===== src/rtl/alu_seq.sv =====
// Sequential ALU: single-cycle logic/arith/shift ops, plus iterative shift-add multiply
// and restoring divide, both with a valid/ready handshake on the input and output sides.
module alu_seq #(
  parameter int DATA_WIDTH = 32,
  parameter int SHAMT_W    = $clog2(DATA_WIDTH)
) (
  input  logic                  clk,
  input  logic                  rst,
  input  logic                  in_valid,
  output logic                  in_ready,
  input  logic [DATA_WIDTH-1:0] A,
  input  logic [DATA_WIDTH-1:0] B,
  input  logic [4:0]            ALUop,
  input  logic                  flush,
  output logic                  out_valid,
  input  logic                  out_ready,
  output logic [DATA_WIDTH-1:0] Result,
  output logic [DATA_WIDTH-1:0] ResultHi,
  output logic                  Zero,
  output logic                  Overflow,
  output logic                  CarryOut
);

  localparam int W     = DATA_WIDTH;
  localparam int CNT_W = $clog2(DATA_WIDTH);

  localparam logic [4:0] OP_AND  = 5'd0,  OP_OR   = 5'd1,  OP_ADD  = 5'd2,  OP_SUB  = 5'd3;
  localparam logic [4:0] OP_SLT  = 5'd4,  OP_SLTU = 5'd5,  OP_SLL  = 5'd6,  OP_SRL  = 5'd7;
  localparam logic [4:0] OP_SAL  = 5'd8,  OP_SRA  = 5'd9,  OP_LUI  = 5'd10, OP_XOR  = 5'd11;
  localparam logic [4:0] OP_NOR  = 5'd12, OP_MULT = 5'd13, OP_MULTU = 5'd14;
  localparam logic [4:0] OP_DIV  = 5'd15, OP_DIVU = 5'd16;

  typedef enum logic [1:0] {IDLE, BUSY, DONE} state_t;

  state_t           state_reg, state_next;
  logic [W-1:0]     result_reg, result_next;
  logic [W-1:0]     result_hi_reg, result_hi_next;
  logic             zero_reg, zero_next;
  logic             ovf_reg, ovf_next;
  logic             carry_reg, carry_next;
  logic [W-1:0]     acc_reg, acc_next;       // product high half / partial remainder
  logic [W-1:0]     q_reg, q_next;           // multiplier bits / dividend-then-quotient
  logic [W-1:0]     mag_b_reg, mag_b_next;   // multiplicand or divisor magnitude
  logic [W-1:0]     a_orig_reg, a_orig_next;
  logic             is_div_reg, is_div_next;
  logic             neg_a_reg, neg_a_next;
  logic             neg_b_reg, neg_b_next;
  logic             div_zero_reg, div_zero_next;
  logic [CNT_W-1:0] cnt_reg, cnt_next;

  assign in_ready  = (state_reg == IDLE) || ((state_reg == DONE) && out_ready);
  assign out_valid = (state_reg == DONE);
  assign Result    = result_reg;
  assign ResultHi  = result_hi_reg;
  assign Zero      = zero_reg;
  assign Overflow  = ovf_reg;
  assign CarryOut  = carry_reg;

  // Single-cycle datapath, evaluated straight from the request inputs.
  logic [W:0]         add_full, sub_full;
  logic               add_ovf, sub_ovf;
  logic [SHAMT_W-1:0] shamt;
  logic [W-1:0]       sc_res;
  logic               sc_zero, sc_ovf, sc_carry;

  assign add_full = {1'b0, A} + {1'b0, B};
  assign sub_full = {1'b0, A} + {1'b0, ~B} + {{W{1'b0}}, 1'b1};
  assign add_ovf  = (A[W-1] == B[W-1]) && (add_full[W-1] != A[W-1]);
  assign sub_ovf  = (A[W-1] != B[W-1]) && (sub_full[W-1] != A[W-1]);
  assign shamt    = A[SHAMT_W-1:0];

  always_comb begin
    sc_res   = '0;
    sc_zero  = 1'b0;
    sc_ovf   = 1'b0;
    sc_carry = 1'b0;
    case (ALUop)
      OP_AND:  sc_res = A & B;
      OP_OR:   sc_res = A | B;
      OP_ADD:  begin sc_res = add_full[W-1:0]; sc_ovf = add_ovf; sc_carry = add_full[W]; end
      OP_SUB:  begin sc_res = sub_full[W-1:0]; sc_ovf = sub_ovf; sc_carry = sub_full[W]; end
      OP_SLT:  sc_res = {{(W-1){1'b0}}, sub_full[W-1] ^ sub_ovf};
      OP_SLTU: sc_res = {{(W-1){1'b0}}, ~sub_full[W]};
      OP_SLL, OP_SAL: sc_res = B << shamt;
      OP_SRL:  sc_res = B >> shamt;
      OP_SRA:  sc_res = $signed(B) >>> shamt;
      OP_LUI:  sc_res = {B[W/2-1:0], {(W/2){1'b0}}};
      OP_XOR:  sc_res = A ^ B;
      OP_NOR:  sc_res = ~(A | B);
      default: sc_res = '0;
    endcase
    if ((ALUop == OP_AND) || (ALUop == OP_OR) || (ALUop == OP_ADD) ||
        (ALUop == OP_SUB) || (ALUop == OP_XOR) || (ALUop == OP_NOR))
      sc_zero = (sc_res == '0);
  end

  // Operand setup for the iterative unit: signed ops work on magnitudes.
  logic         op_iter, op_signed, op_div;
  logic [W-1:0] abs_a, abs_b;

  assign op_iter   = (ALUop >= OP_MULT) && (ALUop <= OP_DIVU);
  assign op_signed = (ALUop == OP_MULT) || (ALUop == OP_DIV);
  assign op_div    = (ALUop == OP_DIV) || (ALUop == OP_DIVU);
  assign abs_a     = (op_signed && A[W-1]) ? -A : A;
  assign abs_b     = (op_signed && B[W-1]) ? -B : B;

  // One bit per cycle: shift-add multiply (LSB first) or restoring divide (MSB first).
  logic [W:0]     mul_sum, div_shift, div_trial;
  logic           div_ok;
  logic [W-1:0]   step_acc, step_q;
  logic [2*W-1:0] prod, prod_fix;
  logic [W-1:0]   quo_fix, rem_fix, fin_lo, fin_hi;

  assign mul_sum   = {1'b0, acc_reg} + (q_reg[0] ? {1'b0, mag_b_reg} : {(W+1){1'b0}});
  assign div_shift = {acc_reg, q_reg[W-1]};
  assign div_trial = div_shift - {1'b0, mag_b_reg};
  assign div_ok    = ~div_trial[W];
  assign step_acc  = is_div_reg ? (div_ok ? div_trial[W-1:0] : div_shift[W-1:0]) : mul_sum[W:1];
  assign step_q    = is_div_reg ? {q_reg[W-2:0], div_ok} : {mul_sum[0], q_reg[W-1:1]};

  assign prod     = {step_acc, step_q};
  assign prod_fix = (neg_a_reg ^ neg_b_reg) ? -prod : prod;
  assign quo_fix  = (neg_a_reg ^ neg_b_reg) ? -step_q : step_q;
  assign rem_fix  = neg_a_reg ? -step_acc : step_acc;
  assign fin_lo   = is_div_reg ? (div_zero_reg ? {W{1'b1}} : quo_fix) : prod_fix[W-1:0];
  assign fin_hi   = is_div_reg ? (div_zero_reg ? a_orig_reg : rem_fix) : prod_fix[2*W-1:W];

  always_comb begin
    state_next     = state_reg;
    result_next    = result_reg;
    result_hi_next = result_hi_reg;
    zero_next      = zero_reg;
    ovf_next       = ovf_reg;
    carry_next     = carry_reg;
    acc_next       = acc_reg;
    q_next         = q_reg;
    mag_b_next     = mag_b_reg;
    a_orig_next    = a_orig_reg;
    is_div_next    = is_div_reg;
    neg_a_next     = neg_a_reg;
    neg_b_next     = neg_b_reg;
    div_zero_next  = div_zero_reg;
    cnt_next       = cnt_reg;

    case (state_reg)
      IDLE: ;
      BUSY: begin
        acc_next = step_acc;
        q_next   = step_q;
        cnt_next = cnt_reg + CNT_W'(1);
        if (cnt_reg == CNT_W'(W-1)) begin
          state_next     = DONE;
          result_next    = fin_lo;
          result_hi_next = fin_hi;
          zero_next      = 1'b0;
          ovf_next       = 1'b0;
          carry_next     = 1'b0;
          cnt_next       = '0;
        end
      end
      DONE: if (out_ready && !in_valid) state_next = IDLE;
      default: state_next = IDLE;
    endcase

    if (in_valid && in_ready) begin
      if (op_iter) begin
        state_next    = BUSY;
        cnt_next      = '0;
        is_div_next   = op_div;
        neg_a_next    = op_signed && A[W-1];
        neg_b_next    = op_signed && B[W-1];
        div_zero_next = (B == '0);
        a_orig_next   = A;
        acc_next      = '0;
        q_next        = op_div ? abs_a : abs_b;
        mag_b_next    = op_div ? abs_b : abs_a;
      end else begin
        state_next     = DONE;
        result_next    = sc_res;
        result_hi_next = '0;
        zero_next      = sc_zero;
        ovf_next       = sc_ovf;
        carry_next     = sc_carry;
      end
    end

    // Flush overrides any transfer decided above.
    if (flush) begin
      state_next     = IDLE;
      cnt_next       = '0;
      result_next    = '0;
      result_hi_next = '0;
      zero_next      = 1'b0;
      ovf_next       = 1'b0;
      carry_next     = 1'b0;
    end
  end

  always_ff @(posedge clk) begin
    if (rst) begin
      state_reg     <= IDLE;
      result_reg    <= '0;
      result_hi_reg <= '0;
      zero_reg      <= 1'b0;
      ovf_reg       <= 1'b0;
      carry_reg     <= 1'b0;
      acc_reg       <= '0;
      q_reg         <= '0;
      mag_b_reg     <= '0;
      a_orig_reg    <= '0;
      is_div_reg    <= 1'b0;
      neg_a_reg     <= 1'b0;
      neg_b_reg     <= 1'b0;
      div_zero_reg  <= 1'b0;
      cnt_reg       <= '0;
    end else begin
      state_reg     <= state_next;
      result_reg    <= result_next;
      result_hi_reg <= result_hi_next;
      zero_reg      <= zero_next;
      ovf_reg       <= ovf_next;
      carry_reg     <= carry_next;
      acc_reg       <= acc_next;
      q_reg         <= q_next;
      mag_b_reg     <= mag_b_next;
      a_orig_reg    <= a_orig_next;
      is_div_reg    <= is_div_next;
      neg_a_reg     <= neg_a_next;
      neg_b_reg     <= neg_b_next;
      div_zero_reg  <= div_zero_next;
      cnt_reg       <= cnt_next;
    end
  end

endmodule

===== config.mk =====
export PLATFORM = sky130hd
export DESIGN_NAME = alu_seq
export DESIGN_NICKNAME = d
export VERILOG_FILES = /design/src/rtl/alu_seq.sv
export SDC_FILE = /design/constraint.sdc
export NUM_CORES = 1
export LEC_CHECK = 0
export CAP_MARGIN = 20
export CORE_ASPECT_RATIO = 0.6
export CORE_MARGIN = 2
export CORE_UTILIZATION = 40
export DETAILED_ROUTE_END_ITERATION = 16
export DONT_BUFFER_PORTS = 1
export PLACE_DENSITY = 0.54
export SLEW_MARGIN = 20
export SYNTH_ARGS = -nofsm -noshare
export SYNTH_HDL_FRONTEND = slang
export SYNTH_SLANG_ARGS = --single-unit

===== constraint.sdc =====
create_clock -name clk -period 14 [get_ports clk]
set_input_delay 2.8 -clock clk [delete_from_list [all_inputs] [get_ports clk]]
set_output_delay 2.8 -clock clk [all_outputs]
set_load 0.01 [all_outputs]

==> flow_summary.ini, run 1 <==
[outcome]
status = finished clean

[logic_synthesis]
synth-seq-cells = 206
synthTopCellsByArea = dfxtp_1, ha_1, nand2_1
yosysSeqAreaShare_pct = 15.7
async_flop_share_pct = 0
yosysTopAreaCell = dfxtp_1
synth_cell_type_count = 103
yosysTopAreaCellShare_pct = 15.7
yosysMostFrequentCell = nand2_1
synth_nets = 3989
synthCells = 3743
synth_edf_count = 0
synth_area_sq_mm = 0.0263
ys_warn_count = 0
syn_area_per_cell_sq_um = 7.03
synth_flop_cell = dfxtp_1
synth_commonest_cells = nand2_1, nor2_1, a21oi_1

[drt]
wl_per_cell_um = 30.1
wl_um = 133000
num_vias = 29770
drc_errors = 0
via_per_inst = 6.76
dr.pass1.iters = 6
drt_iter0_markers = 5007
final_antenna_net_count = 0

[global_route]
grt.total_usage_pct = 37.7
grt_pass1_vias = 25887
grt_overflow = 0
grt_max_degree = 104
grt_pass1_wl_um = 190000
antenna_found_initial = 9

[sta]
setup_viol_count_final = 0
grt_setup_unrepaired = false
report.final.slew_viol_count = 0
setup_ws_ns = 5.92
timing.final.crit_share_pct = 57.7
tns_ns = 0
clock_skew_ns = 0.0277
finalCriticalPeriod_ns = 8.08
fmax_ghz = 0.124
slew_headroom_pct = 13.5
hold_viol_final = 0
worstMarginPinSlew_ns = 1.28

[power]
ir_drop_mv = 0.0721
total_power_mw = 2.10
p_leak_nw = 10.4
cellPowerDensity_mw_per_mm2 = 76.2

[clock_network]
root_buffer = clkbuf_16
clock_latency_ns = 0.57
cts_made_buffers = 23
cts_resized = 0
h-tree-depth = 1
postCtsHoldBufs = 0
postCtsSetupRepairBufs = 0
clockBufferDepth = 3
clk_pin_slew_ns = 0.06
cts_tree = built
clkSinkCount = 206

[die]
initial_core_util_pct = 40.6
std_cell_rows = 72
coreArea_sq_mm = 0.0648
die_h_um = 203
die-area_sq_mm = 0.0679
die_x_um = 335
ios = 143

[cells_and_area]
fin_area_sq_mm = 0.0276
n_fill_cell = 6844
synthToLayoutAreaGrowth_pct = 4.94
nNetsFinal = 3781
final_cells = 4405
drive_gt1_share_pct = 7.27

[critical_path]
crit_required_ns = 14.48
worstReg2RegStart = acc_reg[28]
critPathArrivalTime_ns = 8.57
r2r_slack_ns = 6.84
endpoint_kind = register
rr_worst_depth = 17
critPathMaxFanout = 56
path_class = input port to register
critPathLaunchType = input port
reg2reg_to = ResultHi[10]

[placed_design]
gp_congestion = 1.04
dp_cells = 4361
dp_hpwl_um = 103000
placed_area_sq_mm = 0.0268
dpl_worst_slack_ns = 5.64
port_buffers = 0

[min_path]
hold_depth = 2
hold_end = a_orig_reg[3]
min_from = a_orig_reg[3]
worstHoldPathType = register to register

[run]
cap_violations = 0
-- cells in the final DEF, fill, tap and decap left out, drive strengths merged, types with 63 or more instances in the layout --
| master | synthesis | final |
|---|---|---|
| mux4 | 69 | 69 |
| o211ai | 70 | 70 |
| mux2i | 73 | 73 |
| ha | 167 | 167 |
| nor3 | 84 | 84 |
| nand2 | 520 | 520 |
| o21ai | 211 | 211 |
| nor2 | 384 | 384 |
| dfxtp | 206 | 206 |
| inv | 151 | 153 |
| xnor2 | 142 | 142 |
| a21oi | 353 | 353 |
| a21o | 63 | 63 |
| buf | 68 | 63 |
| nand3 | 104 | 104 |
-- how the worst max path moves through the flow --
stage,startpoint,endpoint,slack (ns),depth (start not counted)
6_report,A[2],Zero,5.92,22
3_3_place_gp,A[2],Zero,5.81,25
3_5_place_dp,A[2],Zero,5.64,25
2_1_floorplan,A[2],Zero,5.75,28
4_1_cts,A[2],Zero,6.21,25
5_1_grt,A[2],Zero,5.71,22
-- worst max-delay path, cell delays in order --
cell and delay [ns]:
inv_2 0.04, buf_4 0.56, ha_1 0.33, inv_1 0.08
a21oi_1 0.24, o21ba_2 0.23, o211ai_1 0.16, a311oi_1 0.54
nand3b_1 0.37, nand3_1 0.18, and2_1 0.14, a21oi_1 0.08
a21oi_1 0.19, o21bai_1 0.11, fa_1 0.51, a22oi_1 0.19
nand4_1 0.11, a221oi_1 0.36, nand4_1 0.12, or4_1 0.52
or4b_1 0.49, o21ai_1 0.13
-- area by class of cell --
class | instances | area [sq um] | area share [%]
Antenna cell | 3 | 7.51 | 0.0272
Clock buffer | 31 | 646 | 2.34
Tap cell | 851 | 1060 | 3.85
Sequential cell | 206 | 4130 | 14.9
Inverter | 155 | 582 | 2.11
Timing Repair Buffer | 63 | 473 | 1.71
Multi-Input combinational cell | 3086 | 20600 | 74.5
Clock inverter | 10 | 135 | 0.489
-- kinds of logic (layout without fill, tap and decap cells) --
group                    count (synthesis)  after routing  synth area share [%]
AND/OR/NAND/NOR                       1400           1400                  24.5
XOR/XNOR                               185            185                  6.16
AO/OA/AOI/OAI                         1171           1171                  29.4
flip-flops                             206            206                  15.7
multiplexers                           158            158                  9.36
other                                    0              3                     0
adder cells (fa/ha/maj)                172            172                  8.32
buffers and inverters                  451            259                  6.63
-- metrics by stage --
| stage | hold slack (ns) | util, % |
|---|---|---|
| after floorplan | 0.432 | - |
| after global placement | 0.443 | 41.4 |
| after detailed placement | 0.442 | 41.4 |
| after CTS | 0.451 | 42.6 |
| after global routing | 0.483 | 42.6 |
| final | 0.452 | 42.6 |
-- report_power, final --
part	internal [mW]	switching [mW]
Clock	0.379	0.283
Combinational	0.267	0.558
Sequential	0.599	0.0174
Total	1.25	0.858
-- per-layer routing --
layer	track usage, %	vias to the layer above	share of wire, %
li1	-	13294	-
met1	57.3	14203	46
met2	43.7	2058	34
met3	21.1	207	18
met4	6.97	8	2.1
met5	2.27	-	0.28
Note: power is estimated with default switching activity, not from simulation.
==> inputs of run 2 (changes only) <==
clock period = 8 ns   (was 14 ns; I/O delays follow)
==> flow_summary.ini, run 2 (same netlist as run 1, synthesis figures left out) <==
[outcome]
status = finished clean

[min_path]
worstHoldPathType = register to register
hold_depth = 2
hold_end = a_orig_reg[3]
min_from = a_orig_reg[3]

[critical_path]
path_depth = 21
critPathMaxFanout = 72
critPathArrivalTime_ns = 7.30
crit_required_ns = 8.52
r2r_slack_ns = 1.25
path_class = input port to register
crit_buf_inv = 1
cpMaxStageDelayCell = a311oi_1
max_stage_delay_ns = 0.65
crit_top_cell = a21oi_1
worstReg2RegStart = q_reg[31]
endpoint_kind = register
cpLargestDelayFamily = compound AO/OA/AOI/OAI gates
rr_worst_depth = 22
reg2reg_to = ResultHi[26]
startpoint = A[1]
critPathLaunchType = input port
crit_chain = clkinv_1 -> ha_1 -> o21bai_1 -> a21oi_1 -> o21ba_2 -> o211ai_1 -> a311oi_1 -> nand3b_1 -> nand3_1 -> and2_1 -> a21oi_1 -> a21oi_1 -> o21bai_1 -> fa_1 -> a22oi_1 -> nand4_1 -> a221oi_1 -> nand4_1 -> or4_1 -> or4b_1 -> o21ai_1

[placed_design]
dp_hpwl_um = 104000
placed_area_sq_mm = 0.0269
dpl_worst_slack_ns = 1.01
port_buffers = 0
gp_congestion = 1.08
dp_cells = 4372

[sta]
finalCriticalPeriod_ns = 6.78
clock_skew_ns = 0.0332
report.final.slew_viol_count = 0
grt_setup_unrepaired = false
hold_viol_final = 0
setup_ws_ns = 1.22
slew_headroom_pct = 17.2
fmax_ghz = 0.148
tns_ns = 0
setup_viol_count_final = 0
worstMarginPinSlew_ns = 1.23
timing.final.crit_share_pct = 84.7

[die]
die_x_um = 335
std_cell_rows = 72
coreArea_sq_mm = 0.0648
die_h_um = 203
initial_core_util_pct = 40.6
ios = 143
die-area_sq_mm = 0.0679

[drt]
wl_per_cell_um = 30.3
num_vias = 29985
via_per_inst = 6.79
drc_errors = 0
final_antenna_net_count = 0
wl_um = 134000
dr.pass1.iters = 7
drt_iter0_markers = 5126

[run]
cap_violations = 0

[clock_network]
cts_made_buffers = 23
cts_tree = built
clk_pin_slew_ns = 0.06
postCtsSetupRepairBufs = 0
clock_latency_ns = 0.59
clkSinkCount = 206
cts_resized = 0
root_buffer = clkbuf_16
h-tree-depth = 1
postCtsHoldBufs = 0
clockBufferDepth = 3

[cells_and_area]
nNetsFinal = 3793
drive_gt1_share_pct = 7.53
mostFrequentLayoutCells = nand2_1, nor2_1, a21oi_1
layout_commonest_cell = nand2_1
final_cells = 4415
synthToLayoutAreaGrowth_pct = 5.38
n_fill_cell = 6810
final_util_pct = 42.8
fin_area_sq_mm = 0.0277

[global_route]
grt_overflow = 0
grt.total_usage_pct = 38.1
grt_pass1_wl_um = 193000
use_met1_pct = 58.8
grt_use_met3_pct = 20.3
grt_pass1_vias = 26096
grtUsageMet2_pct = 44.3
top_usage_layer = met1
grt_max_degree = 107
antenna_found_initial = 8

[power]
p_leak_nw = 10.4
cellPowerDensity_mw_per_mm2 = 134
ir_drop_mv = 0.140
[run 2: area by class of cell]
type / instances / area, sq um / area share, %
multi-input cells: 3086 / 20600 / 74.2
flip-flops and latches: 206 / 4130 / 14.9
well taps: 851 / 1060 / 3.84
clock buffers: 29 / 639 / 2.31
repair buffers: 75 / 588 / 2.12
inverters: 155 / 582 / 2.10
clock inverters: 10 / 149 / 0.537
diodes: 3 / 7.51 / 0.0271
[run 2: worst reg2reg max path: cells and delay by family (launching register included)]
| kind | cells | cell delay (ns) |
|---|---|---|
| adder cells (fa/ha/maj) | 3 | 0.97 |
| flip-flops | 1 | 0.43 |
| AO/OA/AOI/OAI | 9 | 3.05 |
| AND/OR/NAND/NOR | 7 | 1.86 |
| buffers and inverters | 2 | 0.28 |
| XOR/XNOR | 1 | 0.09 |
[run 2: per-stage QoR]
| stage | power, mW | hold slack (ns) |
|---|---|---|
| 2_1_floorplan | 2.04 | 0.432 |
| 3_3_place_gp | 2.46 | 0.447 |
| 3_5_place_dp | 2.45 | 0.445 |
| 4_1_cts | 3.63 | 0.455 |
| 5_1_grt | 3.83 | 0.477 |
| 6_report | 3.71 | 0.451 |
[run 2: worst max path at each step]
stage	endpoint	slack [ns]
after detailed placement	Zero	1.01
after global routing	ResultHi[10]	1.0
after CTS	ResultHi[28]	1.57
after global placement	Zero	1.14
final	Zero	1.22
after floorplan	Zero	0.95
[run 2: report_power, final]
part	internal (mW)	switching, mW	leakage (nW)
Clock	0.667	0.512	0.382
Combinational	0.466	0.979	8.37
Sequential	1.05	0.0342	1.67
Total	2.18	1.52	10.4
[run 2: metal layers]
layer / up-vias / share of wire [%] / wire, um
met5: - / 0.030 / 40
met4: 6 / 2.2 / 2900
met3: 173 / 19 / 24800
met2: 2245 / 34 / 45300
met1: 14267 / 45 / 60600
li1: 13294 / - / -
